--- src/rtl/qft_sub_sched.sv ---
// Pair-walking sequencer for one QFT emulator pass: reads amplitude pairs that differ in the
// target qubit's bit, runs them through an external alu_sub, and writes the result to the upper address.
module qft_sub_sched #(
  parameter int sample_size    = 4,
  parameter int complexnum_bit = 24,
  parameter int fp_bit         = 22,
  localparam int QW = ($clog2(sample_size + 1) > 1) ? $clog2(sample_size + 1) : 1,
  localparam int KW = (sample_size > 1) ? sample_size - 1 : 1
) (
  input  logic                      clk,
  input  logic                      rst,
  input  logic                      start,
  input  logic [QW-1:0]             qubit,
  input  logic [complexnum_bit:0]   phase,
  output logic                      busy,
  output logic                      done,
  output logic                      err,
  output logic                      mem_rd_en,
  output logic [sample_size-1:0]    mem_rd_addr,
  input  logic [complexnum_bit-1:0] mem_rd_data,
  output logic                      mem_wr_en,
  output logic [sample_size-1:0]    mem_wr_addr,
  output logic [complexnum_bit-1:0] mem_wr_data,
  output logic [complexnum_bit-1:0] alu_in1,
  output logic [complexnum_bit-1:0] alu_in2,
  output logic [complexnum_bit:0]   alu_in3,
  input  logic [complexnum_bit-1:0] alu_out,
  output logic [2:0]                dbg_state
);

  // The result slice taken by alu_sub only makes sense with fewer fractional than total bits.
  if (fp_bit >= complexnum_bit) begin : g_bad_fp
    $error("qft_sub_sched: fp_bit must be smaller than complexnum_bit");
  end

  typedef enum logic [2:0] {
    S_IDLE  = 3'd0,
    S_RD_A  = 3'd1,
    S_RD_B  = 3'd2,
    S_CAP_B = 3'd3,
    S_EXEC  = 3'd4,
    S_WR    = 3'd5,
    S_DONE  = 3'd6
  } state_t;

  localparam logic [QW:0] SS_W = (QW + 1)'(sample_size);

  state_t                    r_state;
  state_t                    w_state_nxt;
  logic [QW-1:0]             r_q;
  logic [complexnum_bit:0]   r_phase;
  logic [KW-1:0]             r_k;
  logic [complexnum_bit-1:0] r_a;
  logic [complexnum_bit-1:0] r_b;
  logic [complexnum_bit-1:0] r_res;
  logic                      r_err;

  logic                      w_q_ok;
  logic                      w_last_pair;
  logic [sample_size-1:0]    w_k_ext;
  logic [sample_size-1:0]    w_low_mask;
  logic [sample_size-1:0]    w_i;
  logic [sample_size-1:0]    w_j;

  assign w_q_ok      = ({1'b0, qubit} < SS_W);
  assign w_last_pair = (r_k == '1);

  // i is k with a zero spliced in at bit q; j is the same address with that bit set.
  assign w_k_ext    = sample_size'(r_k);
  assign w_low_mask = (sample_size'(1) << r_q) - sample_size'(1);
  assign w_i        = ((w_k_ext >> r_q) << (r_q + QW'(1))) | (w_k_ext & w_low_mask);
  assign w_j        = w_i | (sample_size'(1) << r_q);

  assign alu_in1   = r_a;
  assign alu_in2   = r_b;
  assign alu_in3   = r_phase;
  assign dbg_state = r_state;

  always_ff @(posedge clk) begin
    if (rst) begin
      r_state <= S_IDLE;
      r_q     <= '0;
      r_phase <= '0;
      r_k     <= '0;
      r_a     <= '0;
      r_b     <= '0;
      r_res   <= '0;
      r_err   <= 1'b0;
    end else begin
      r_state <= w_state_nxt;
      case (r_state)
        S_IDLE: begin
          if (start) begin
            if (w_q_ok) begin
              r_q     <= qubit;
              r_phase <= phase;
              r_k     <= '0;
              r_err   <= 1'b0;
            end else begin
              r_err   <= 1'b1;
            end
          end
        end
        // Read data lags the strobe by one cycle, so A lands during the read of j.
        S_RD_B:  r_a   <= mem_rd_data;
        S_CAP_B: r_b   <= mem_rd_data;
        S_EXEC:  r_res <= alu_out;
        S_WR: begin
          if (!w_last_pair) begin
            r_k <= r_k + 1'b1;
          end
        end
        default: ;
      endcase
    end
  end

  always_comb begin
    w_state_nxt = r_state;
    busy        = 1'b0;
    done        = 1'b0;
    err         = 1'b0;
    mem_rd_en   = 1'b0;
    mem_rd_addr = '0;
    mem_wr_en   = 1'b0;
    mem_wr_addr = '0;
    mem_wr_data = '0;
    case (r_state)
      S_IDLE: begin
        if (start) begin
          w_state_nxt = w_q_ok ? S_RD_A : S_DONE;
        end
      end
      S_RD_A: begin
        busy        = 1'b1;
        mem_rd_en   = 1'b1;
        mem_rd_addr = w_i;
        w_state_nxt = S_RD_B;
      end
      S_RD_B: begin
        busy        = 1'b1;
        mem_rd_en   = 1'b1;
        mem_rd_addr = w_j;
        w_state_nxt = S_CAP_B;
      end
      S_CAP_B: begin
        busy        = 1'b1;
        w_state_nxt = S_EXEC;
      end
      S_EXEC: begin
        busy        = 1'b1;
        w_state_nxt = S_WR;
      end
      S_WR: begin
        busy        = 1'b1;
        mem_wr_en   = 1'b1;
        mem_wr_addr = w_j;
        mem_wr_data = r_res;
        w_state_nxt = w_last_pair ? S_DONE : S_RD_A;
      end
      S_DONE: begin
        busy        = 1'b1;
        done        = 1'b1;
        err         = r_err;
        w_state_nxt = S_IDLE;
      end
      default: w_state_nxt = S_IDLE;
    endcase
  end

endmodule

--- config.mk ---
export PLATFORM = sky130hd
export DESIGN_NAME = qft_sub_sched
export DESIGN_NICKNAME = d
export VERILOG_FILES = /design/src/rtl/qft_sub_sched.sv
export SDC_FILE = /design/constraint.sdc
export NUM_CORES = 1
export LEC_CHECK = 0
export BUFFER_PORTS_ARGS = -buffer_cell sky130_fd_sc_hd__buf_2
export CORE_AREA = 3 3 85 127
export CTS_CLUSTER_DIAMETER = 200
export DETAILED_ROUTE_END_ITERATION = 7
export DIE_AREA = 0 0 88 130
export GPL_TIMING_DRIVEN = 0
export PLACE_DENSITY = 0.84
export RECOVER_POWER = 25
export SYNTH_ARGS = -nofsm -noshare
export SYNTH_HDL_FRONTEND = slang
export SYNTH_SLANG_ARGS = --single-unit
--- constraint.sdc ---
create_clock -name clk -period 4.25 [get_ports clk]
set_clock_uncertainty 0.15 [all_clocks]
set_input_delay 0.2125 -clock clk [delete_from_list [all_inputs] [get_ports clk]]
set_output_delay 0.2125 -clock clk [all_outputs]
set_load 0.05 [all_outputs]
Word-level counts from Yosys, hierarchy flattened. Cells that the tools add are included.

Shift operators: 3. Bitwise logic cells: 3. Multiply operators: 0. Muxes and demuxes: 17. Reductions and logical operators: 7. Div/mod/pow operators: 0. Equality and inequality tests: 10. $add $sub $neg: 3. Magnitude comparators: 1.

Operators with widths (number): 24-bit 2-to-1 mux (1); 3-bit 2-to-1 mux (6); 3-bit case mux with 6 select lines (1); 3-bit equality test (second input constant) (4); 4-bit bitwise OR (2); 4-bit case mux with 2 select lines (1); 3-bit by 1-bit adder with 3-bit output (second input constant) (2); 3-bit by 2-bit equality test with 1-bit output (second input constant) (2); 1-bit 2-to-1 mux (6); 2-bit inequality test (second input constant) (3); 3-bit case mux with 2 select lines (1); 6-bit OR reduction (1); 3-bit by 4-bit bitwise AND with 4-bit output (1); 4-bit 2-to-1 mux (1); 4-bit AND reduction (1); 1-bit by 3-bit left shift with 4-bit output (first input constant) (1); 4-bit by 3-bit left shift with 4-bit output (1); 3-bit by 3-bit right shift with 4-bit output (1); 4-bit by 2-bit subtractor with 4-bit output (second input constant) (1); 3-bit by 1-bit equality test with 1-bit output (second input constant) (1); 3-bit zero test (1); 3-bit less-than comparator (second input constant) (1); 3-bit AND reduction (1); 2-bit AND reduction (1); other kinds (2) (2).

Output and inout bits: 113. Memories: 0. Memory bits (writable): 0. Word-level logic and storage cells: 52. Bits of input ports: 79. Bits in read-only memories: 0. Latch bits: 0. Flip-flop bits (word level): 107.

Depth between registers and ports, before layout. Gate-level depths: netlist (run 1).

Depth after elaboration: 6. Gate-level depth with buffers: 8. Gate-level depth less buffers: 7.

Worst setup path after synthesis (run 1). OpenSTA, ideal clock, no wires.

Path type: register to output. Start: register r_state[2], in the netlist dbg_state[2]. End: output err. Data required time: 3888 ps. Arrival: 2406 ps. Buffers on the path: 2. Slack: 1482 ps. Cell stages (with the launch flop): 6. Cell sequence: dfxtp_1 buf_2 buf_2 nand2_1 nor2_1 and2_1.

Word-level cells in the longest chain between the ends: 2.

RTL lines: start: declaration (line 48) `state_t r_state;`; start signal: assignment (line 90) `r_state <= w_state_nxt;`; 3-bit equality test (line 128) `case (r_state)`; 1-bit 2-to-1 mux (line 128); end: declaration (line 17) `output logic err,`.

No other way between the ends.

Worst setup path after layout (run 1).
Start: register r_q[0]. End: output mem_wr_addr[3].

Word-level cells in the longest chain between the ends: 6. Elaborated cells on any way between the ends: 9. Classes of those cells: add/sub (2); shift (3); mux (1); bitwise (3).

RTL lines: start: declaration (line 50) `logic [QW-1:0] r_q;`; start signal: assignment (line 95) `r_q <= qubit;`; 1-bit by 3-bit left shift with 4-bit output (line 70, 72); 4-bit by 2-bit subtractor with 4-bit output (line 70) `assign w_low_mask = (sample_size'(1) << r_q) - sample_size'(1);`; 3-bit by 4-bit bitwise AND with 4-bit output (line 71) `assign w_i = ((w_k_ext >> r_q) << (r_q + QW'(1))) | (w_k_ext & w_low_mask);`; 4-bit bitwise OR (line 71); 4-bit bitwise OR (*) (line 72) `assign w_j = w_i | (sample_size'(1) << r_q);`; 4-bit 2-to-1 mux (*) (line 128); end: declaration (line 22) `output logic [sample_size-1:0] mem_wr_addr,`.

Mark *: on every way between the ends. The rest lies on a longest branch, timed or not.

==> flow_summary_export.csv, run 1 <==
group,metric,value,unit
run_status,status,"complete, no violations",
floorplan,fp-row-count,44,
power,switching_power,0.976,mW
floorplan,initial_core_util,44.8,%
logic_synthesis,syn-mean-instance-area,7.75,um2
clock_tree,post_cts_buffers,0,
sta,final-setup-viol-count,0,
critical_path,worstSetupPathType,"flop to primary output",
route,vias_per_cell,5.03,
route,via_count,4821,
logic_synthesis,ys_ff_latch,107,
global_route,grt_max_degree,19,
floorplan,die_x,88,um
critical_path,crit_path_end_kind,"primary output",
power,power_frac_seq,41.9,%
logic_synthesis,muxShareOfSynthArea,0,%
power,combPwrFrac,29.0,%
logic_synthesis,synth_top_family_by_area,"simple AND/OR/NAND/NOR gates",
floorplan,coreArea,0.00974,mm2
place,finalWeightedCongestion,0.868,
clock_tree,cts_buffer_depth,2,
logic_synthesis,async_flop_share,0,%
critical_path,critPathArrivalTime,2400,ps
route,drt_pass1_iterations,6,
logic_synthesis,synth-edff-count,0,
sta,hold_viol_final,0,
logic_synthesis,synth_compound_area_share,15.2,%
logic_synthesis,synth_commonest_cells,"210 x nand2_1, 114 x a21oi_1, 107 x dfxtp_1",
power,powerDensity,420,mW/mm2
clock_tree,clock_sinks,107,
clock_tree,clk_latency,340,ps
sta,timing.final.ws_setup,1480,ps
job,maxCapViolCount,0,
global_route,antenna_found_initial,0,
power,p_int,1.72,mW
finish,insertedDiodeCount,0,
place,dp.final_hpwl,9240,um
global_route,globalRouteOverflowTotal,0,
logic_synthesis,synth-xor-area-share,0.803,%
clock_tree,clk_pin_slew_worst_paths,70,ps
finish,drive_gt1_share,20.9,%
route,antenna_left,0,
logic_synthesis,synth_area_leaders,"dfxtp_1 49%, nand2_1 18%, a21oi_1 13%",
finish,fillers,846,
logic_synthesis,yosys.area_share.adder,2.29,%
logic_synthesis,postSynthCellCount,563,
sta,fin_setup_tns,0,ps
floorplan,dieArea,0.0114,mm2
logic_synthesis,synth_nets,650,
sta,post-route-min-period,2770,ps
floorplan,io_pins,192,
power,sw_frac_of_total,36.2,%
sta,maxClockFrequency,362,MHz
logic_synthesis,yosysWarnings,0,
logic_synthesis,yosysMostFrequentCell,"nand2_1",
clock_tree,htree_levels,3,
power,vdd_drop_max,0.271,mV
clock_tree,cts_resized,0,
finish,nNetsFinal,926,
sta,period_share,65.1,%
finish,synthToLayoutAreaGrowth,47.1,%
global_route,grt.total_usage,24.4,%
critical_path,worstPathRequired,3890,ps
sta,slew_violations,0,
clock_tree,cts_buffers,9,
logic_synthesis,ys.flop_type,"dfxtp_1",
place,dp_slack,1860,ps
power,clock_power_share,29.2,%
logic_synthesis,synth_cell_types,36,
logic_synthesis,synthDominantCellAreaShare,49.1,%
sta,slew_headroom,55.9,%
logic_synthesis,synth_top_area_cell,"dfxtp_1",
clock_tree,root_buffer,"clkbuf_16",
route,postRouteWirelength,14100,um
logic_synthesis,yosys.area_share.simple,27.1,%
route,drc,0,
global_route,grt_first_pass_wirelength,21700,um
finish,seqCellArea,0.00214,mm2
place,portBuffers,190,
logic_synthesis,synth_seq_area_share,49.1,%
clock_tree,cts_tree,"done",
finish,multi_input_area,0.00198,mm2
sta,rsz0062_at_grt,"no",
sta,worstMarginPinSlew,664,ps
hold_path,holdCritPathClass,"primary input to flop",
route,wire_per_inst,14.7,um
global_route,grt_pass1_vias,4753,
logic_synthesis,synth_area,0.00436,mm2
critical_path,cp_max_fo,7,
route,drt_iter0_markers,181,
power,leakage,2.70,nW
floorplan,die_y,130,um
critical_path,start_kind,"flop",
-- timing repair --
item / CTS / global route
endpoints found under the setup margin: 0 / 0
endpoints found under the hold margin: 99 / 0
hold buffers: 75 / 0
-- final cells by class --
type	count	share of cell area [%]
buffer	39	3.06
tap	115	2.24
multi-input combinational	406	30.9
timing repair buffer	265	25.4
clock buffer	10	3.57
clock inverter	6	0.780
inverter	11	0.643
sequential	107	33.4
-- flip-flops by register name, summed over array words and instances, names as in the netlist --
name       count
dbg_state      3
alu_in2       24
r_res         24
r_k            3
r_err          1
r_q            3
alu_in3       25
alu_in1       24
-- per-layer routing --
metal,vias to the layer above,GRT usage (%),wire length (um)
met4,0,11.7,569
met2,204,45.6,7430
met3,47,6.13,925
met5,-,0,0
met1,2183,24.5,5210
li1,2387,-,-
-- logic make-up after synthesis --
family | after synthesis
DFF | 107
and+or+nand+nor | 268
buffers and inverters | 50
AOI/OAI and AO/OA | 126
xor gates and xnor gates | 4
adders and majority gates | 8
-- cells in the final DEF (no fill, tap or decap), types with 2 or more instances in the layout --
cell type,count
nand2_1,210
buf_2,148
a21oi_1,114
dfxtp_1,107
clkbuf_1,76
dlygate4sd3_1,75
and2_1,27
inv_1,10
clkbuf_16,9
ha_1,8
nor2_1,5
nand3_1,5
xor2_1,4
nand2b_1,4
buf_6,3
buf_4,3
nand3b_1,3
o21ai_0,3
nor4b_1,2
nor3_4,2
a31oi_1,2
nor3_2,2
clkinv_4,2
-- power by group through the flow --
stage | clock (mW) | sequential (mW) | combinational [mW]
after floorplan | 0 | 1.35 | 0.335
after global placement | 0 | 1.14 | 0.724
after detailed placement | 0 | 1.15 | 0.731
after CTS | 0.801 | 1.13 | 0.786
after global routing | 0.840 | 1.14 | 0.843
final | 0.786 | 1.13 | 0.782
-- critical path, stage by stage (launching register included) --
cell and delay, ps:
dfxtp_1 360, clkbuf_1 270, inv_1 110, ha_1 400, xor2_1 180, o21ai_0 160, nand4_1 150, a21oi_1 150
buf_2 280
-- final timing paths --
kind	from	to	slack [ps]	cells past startpoint
min reg2reg	r_res[12]	r_res[12]	300	2
max reg2reg	dbg_state[2]	alu_in3[17]	2340	6
max	r_q[0]	mem_wr_addr[3]	1480	8
min	start	r_err	20	3
-- stage by stage --
| step | cell area (um2) | hold WS (ps) | power [mW] | util, % | cells |
|---|---|---|---|---|---|
| final | 6420 | 23.1 | 2.70 | 65.9 | 959 |
| after floorplan | 4360 | 198 | 1.68 | - | 563 |
| after CTS | 6490 | 12.3 | 2.71 | 66.6 | 959 |
| after global routing | 6420 | 15.9 | 2.82 | 65.9 | 959 |
| after global placement | 5460 | 287 | 1.87 | 56.0 | 868 |
| after detailed placement | 5460 | 293 | 1.88 | 56.0 | 868 |
No activity file was read; power rests on OpenSTA's default activity.
==> run 2: changes to the inputs <==
==> constraint.sdc (replaced) <==
create_clock -name clk -period 2.9 [get_ports clk]
set_clock_uncertainty 0.15 [all_clocks]
set_input_delay 0.145 -clock clk [delete_from_list [all_inputs] [get_ports clk]]
set_output_delay 0.145 -clock clk [all_outputs]
set_load 0.05 [all_outputs]
==> run 2 against run 1 <==
Total power rose by 47%. Via count rose by 0.41%. Utilization rose by 0.21 points. Setup slack got worse by 1300 ps. Sequential cell count did not move. Wire length rose by 0.40%. Largest power group unchanged. Cell count rose by 0.21%. Count of clock-buffer cells in the layout did not move.
==> flow_summary_export.csv, run 2 (synthesis results as in run 1) <==
group,metric,value,unit
sta,period_share,93.0,%
sta,post-route-min-period,2700,ps
floorplan,coreArea,0.00974,mm2
sta,maxClockFrequency,371,MHz
route,antenna_left,0,
sta,hold_slack,71.4,ps
place,dp_cells,868,
finish,nNetsFinal,928,
critical_path,crit_path_end_kind,"primary output",
sta,hold_viol_final,0,
floorplan,initial_core_util,44.8,%
critical_path,cpMaxStageDelayCell,"ha_1",
critical_path,worstPathRequired,2610,ps
global_route,grt_max_degree,19,
route,vias_per_cell,5.04,
sta,fin_setup_tns,0,ps
finish,drive_gt1_share,20.8,%
floorplan,die_x,88,um
hold_path,holdCritPathClass,"primary input to flop",
hold_path,hp-start,"qubit[2]",
power,switching_power,1.43,mW
job,maxCapViolCount,0,
power,p_int,2.53,mW
clock_tree,root_buffer,"clkbuf_16",
place,dp.final_hpwl,9240,um
place,portBuffers,190,
finish,final_common_cell,"nand2_1",
place,finalWeightedCongestion,0.868,
floorplan,dieArea,0.0114,mm2
hold_path,hold_path_end,"dbg_state[2]",
clock_tree,cts_resized,0,
clock_tree,cts_buffers,9,
sta,slew_headroom,56.3,%
global_route,grt.total_usage,24.5,%
power,vdd_drop_max,0.397,mV
finish,instances_no_fill,961,
clock_tree,cts_tree,"done",
route,wire_per_inst,14.8,um
hold_path,min_path_cells,4,
power,power_frac_seq,41.8,%
critical_path,cp_max_fo,7,
floorplan,fp-row-count,44,
power,powerDensity,615,mW/mm2
power,combPwrFrac,29.1,%
sta,rsz0062_at_grt,"no",
route,via_count,4841,
floorplan,io_pins,192,
global_route,grt_pass1_vias,4756,
clock_tree,clk_pin_slew_worst_paths,70,ps
sta,slew_violations,0,
finish,largest_reg_flops,25,
clock_tree,clk_latency,350,ps
route,postRouteWirelength,14200,um
power,leakage,2.71,nW
critical_path,reg2reg_from,"dbg_state[2]",
global_route,grt_first_pass_wirelength,21800,um
finish,synthToLayoutAreaGrowth,47.6,%
critical_path,crit_chain,"clkbuf_1 > inv_1 > ha_1 > xor2_1 > o21ai_0 > nand4_1 > a21oi_1 > buf_2",
power,clock_power_share,29.1,%
clock_tree,cts_buffer_depth,2,
global_route,globalRouteOverflowTotal,0,
route,drc,0,
clock_tree,clock_sinks,107,
critical_path,reg2reg_depth,6,
global_route,antenna_found_initial,0,
finish,insertedDiodeCount,0,
critical_path,start_kind,"flop",
critical_path,worstSetupPathType,"flop to primary output",
critical_path,r2r_slack,990,ps
sta,worstMarginPinSlew,658,ps
critical_path,r2r-end,"alu_in3[17]",
finish,final_cell_mix,"210 x nand2_1, 148 x buf_2, 114 x a21oi_1, 107 x dfxtp_1, 77 x dlygate4sd3_1",
sta,final-setup-viol-count,0,
clock_tree,htree_levels,3,
critical_path,critPathArrivalTime,2400,ps
power,totalPowerFinal,3.96,mW
floorplan,die_y,130,um
critical_path,max_stage_delay,400,ps
power,sw_frac_of_total,36.2,%
route,drt_pass1_iterations,5,
run_status,status,"complete, no violations",
route,drt_iter0_markers,176,
-- run 2: cell count changes in the layout (fill, tap and decap cells not counted) --
cell / change
dlygate4sd3_1: +2
-- run 2: cell type report --
| class | count | area [um2] |
|---|---|---|
| buffer | 39 | 196 |
| clock buffer | 10 | 229 |
| clock inverter | 6 | 50.0 |
| fill | 840 | 3310 |
| inverter | 11 | 41.3 |
| multi-input combinational | 406 | 1980 |
| sequential | 107 | 2140 |
| tap | 115 | 144 |
| timing repair buffer | 267 | 1650 |
-- run 2: how the worst max path moves through the flow --
stage                       from             end  slack [ps]  cells after the start
floorplan           dbg_state[2]             err         200                      5
global placement          r_q[0]  mem_wr_addr[3]         590                      8
detailed placement        r_q[0]  mem_wr_addr[3]         580                      8
CTS                       r_q[0]  mem_wr_addr[3]         200                      8
global route              r_q[0]  mem_wr_addr[1]          20                      7
finish                    r_q[0]  mem_wr_addr[3]         200                      8
-- run 2: timing repair --
action                    CTS  global route
hold endpoints to repair  100             0
hold buffers               77             0
buffers inserted            0             0
-- run 2: metrics by stage --
stage | utilization (%) | instance area (um2) | setup slack [ps]
after floorplan | - | 4360 | 199
after global placement | 56.0 | 5460 | 585
after detailed placement | 56.0 | 5460 | 579
after CTS | 66.8 | 6510 | 197
after global routing | 66.1 | 6440 | 18.1
final | 66.1 | 6440 | 202
-- run 2: routing by layer --
metal,up-vias,GRT usage (%),share of wire [%],wire length (um)
met5,-,0,0,0
met2,208,45.6,53,7570
met4,0,11.7,3.7,526
li1,2387,-,-,-
met3,48,6.19,6.2,880
met1,2198,24.8,37,5220
-- run 2: power groups by stage --
stage / clock network [mW] / logic (mW) / registers [mW]
6_report: 1.15 / 1.15 / 1.66
3_3_place_gp: 0 / 1.06 / 1.68
3_5_place_dp: 0 / 1.07 / 1.68
4_1_cts: 1.17 / 1.16 / 1.65
2_1_floorplan: 0 / 0.491 / 1.98
5_1_grt: 1.23 / 1.24 / 1.67
-- run 2: worst max-delay path, delay by kind of cell (launching register included) --
kind                     cells  cell delay, ps
AND/OR/NAND/NOR              1             150
buffers and inverters        3             660
flip-flops                   1             360
XOR/XNOR                     1             180
AO/OA/AOI/OAI                2             310
adder cells (fa/ha/maj)      1             400
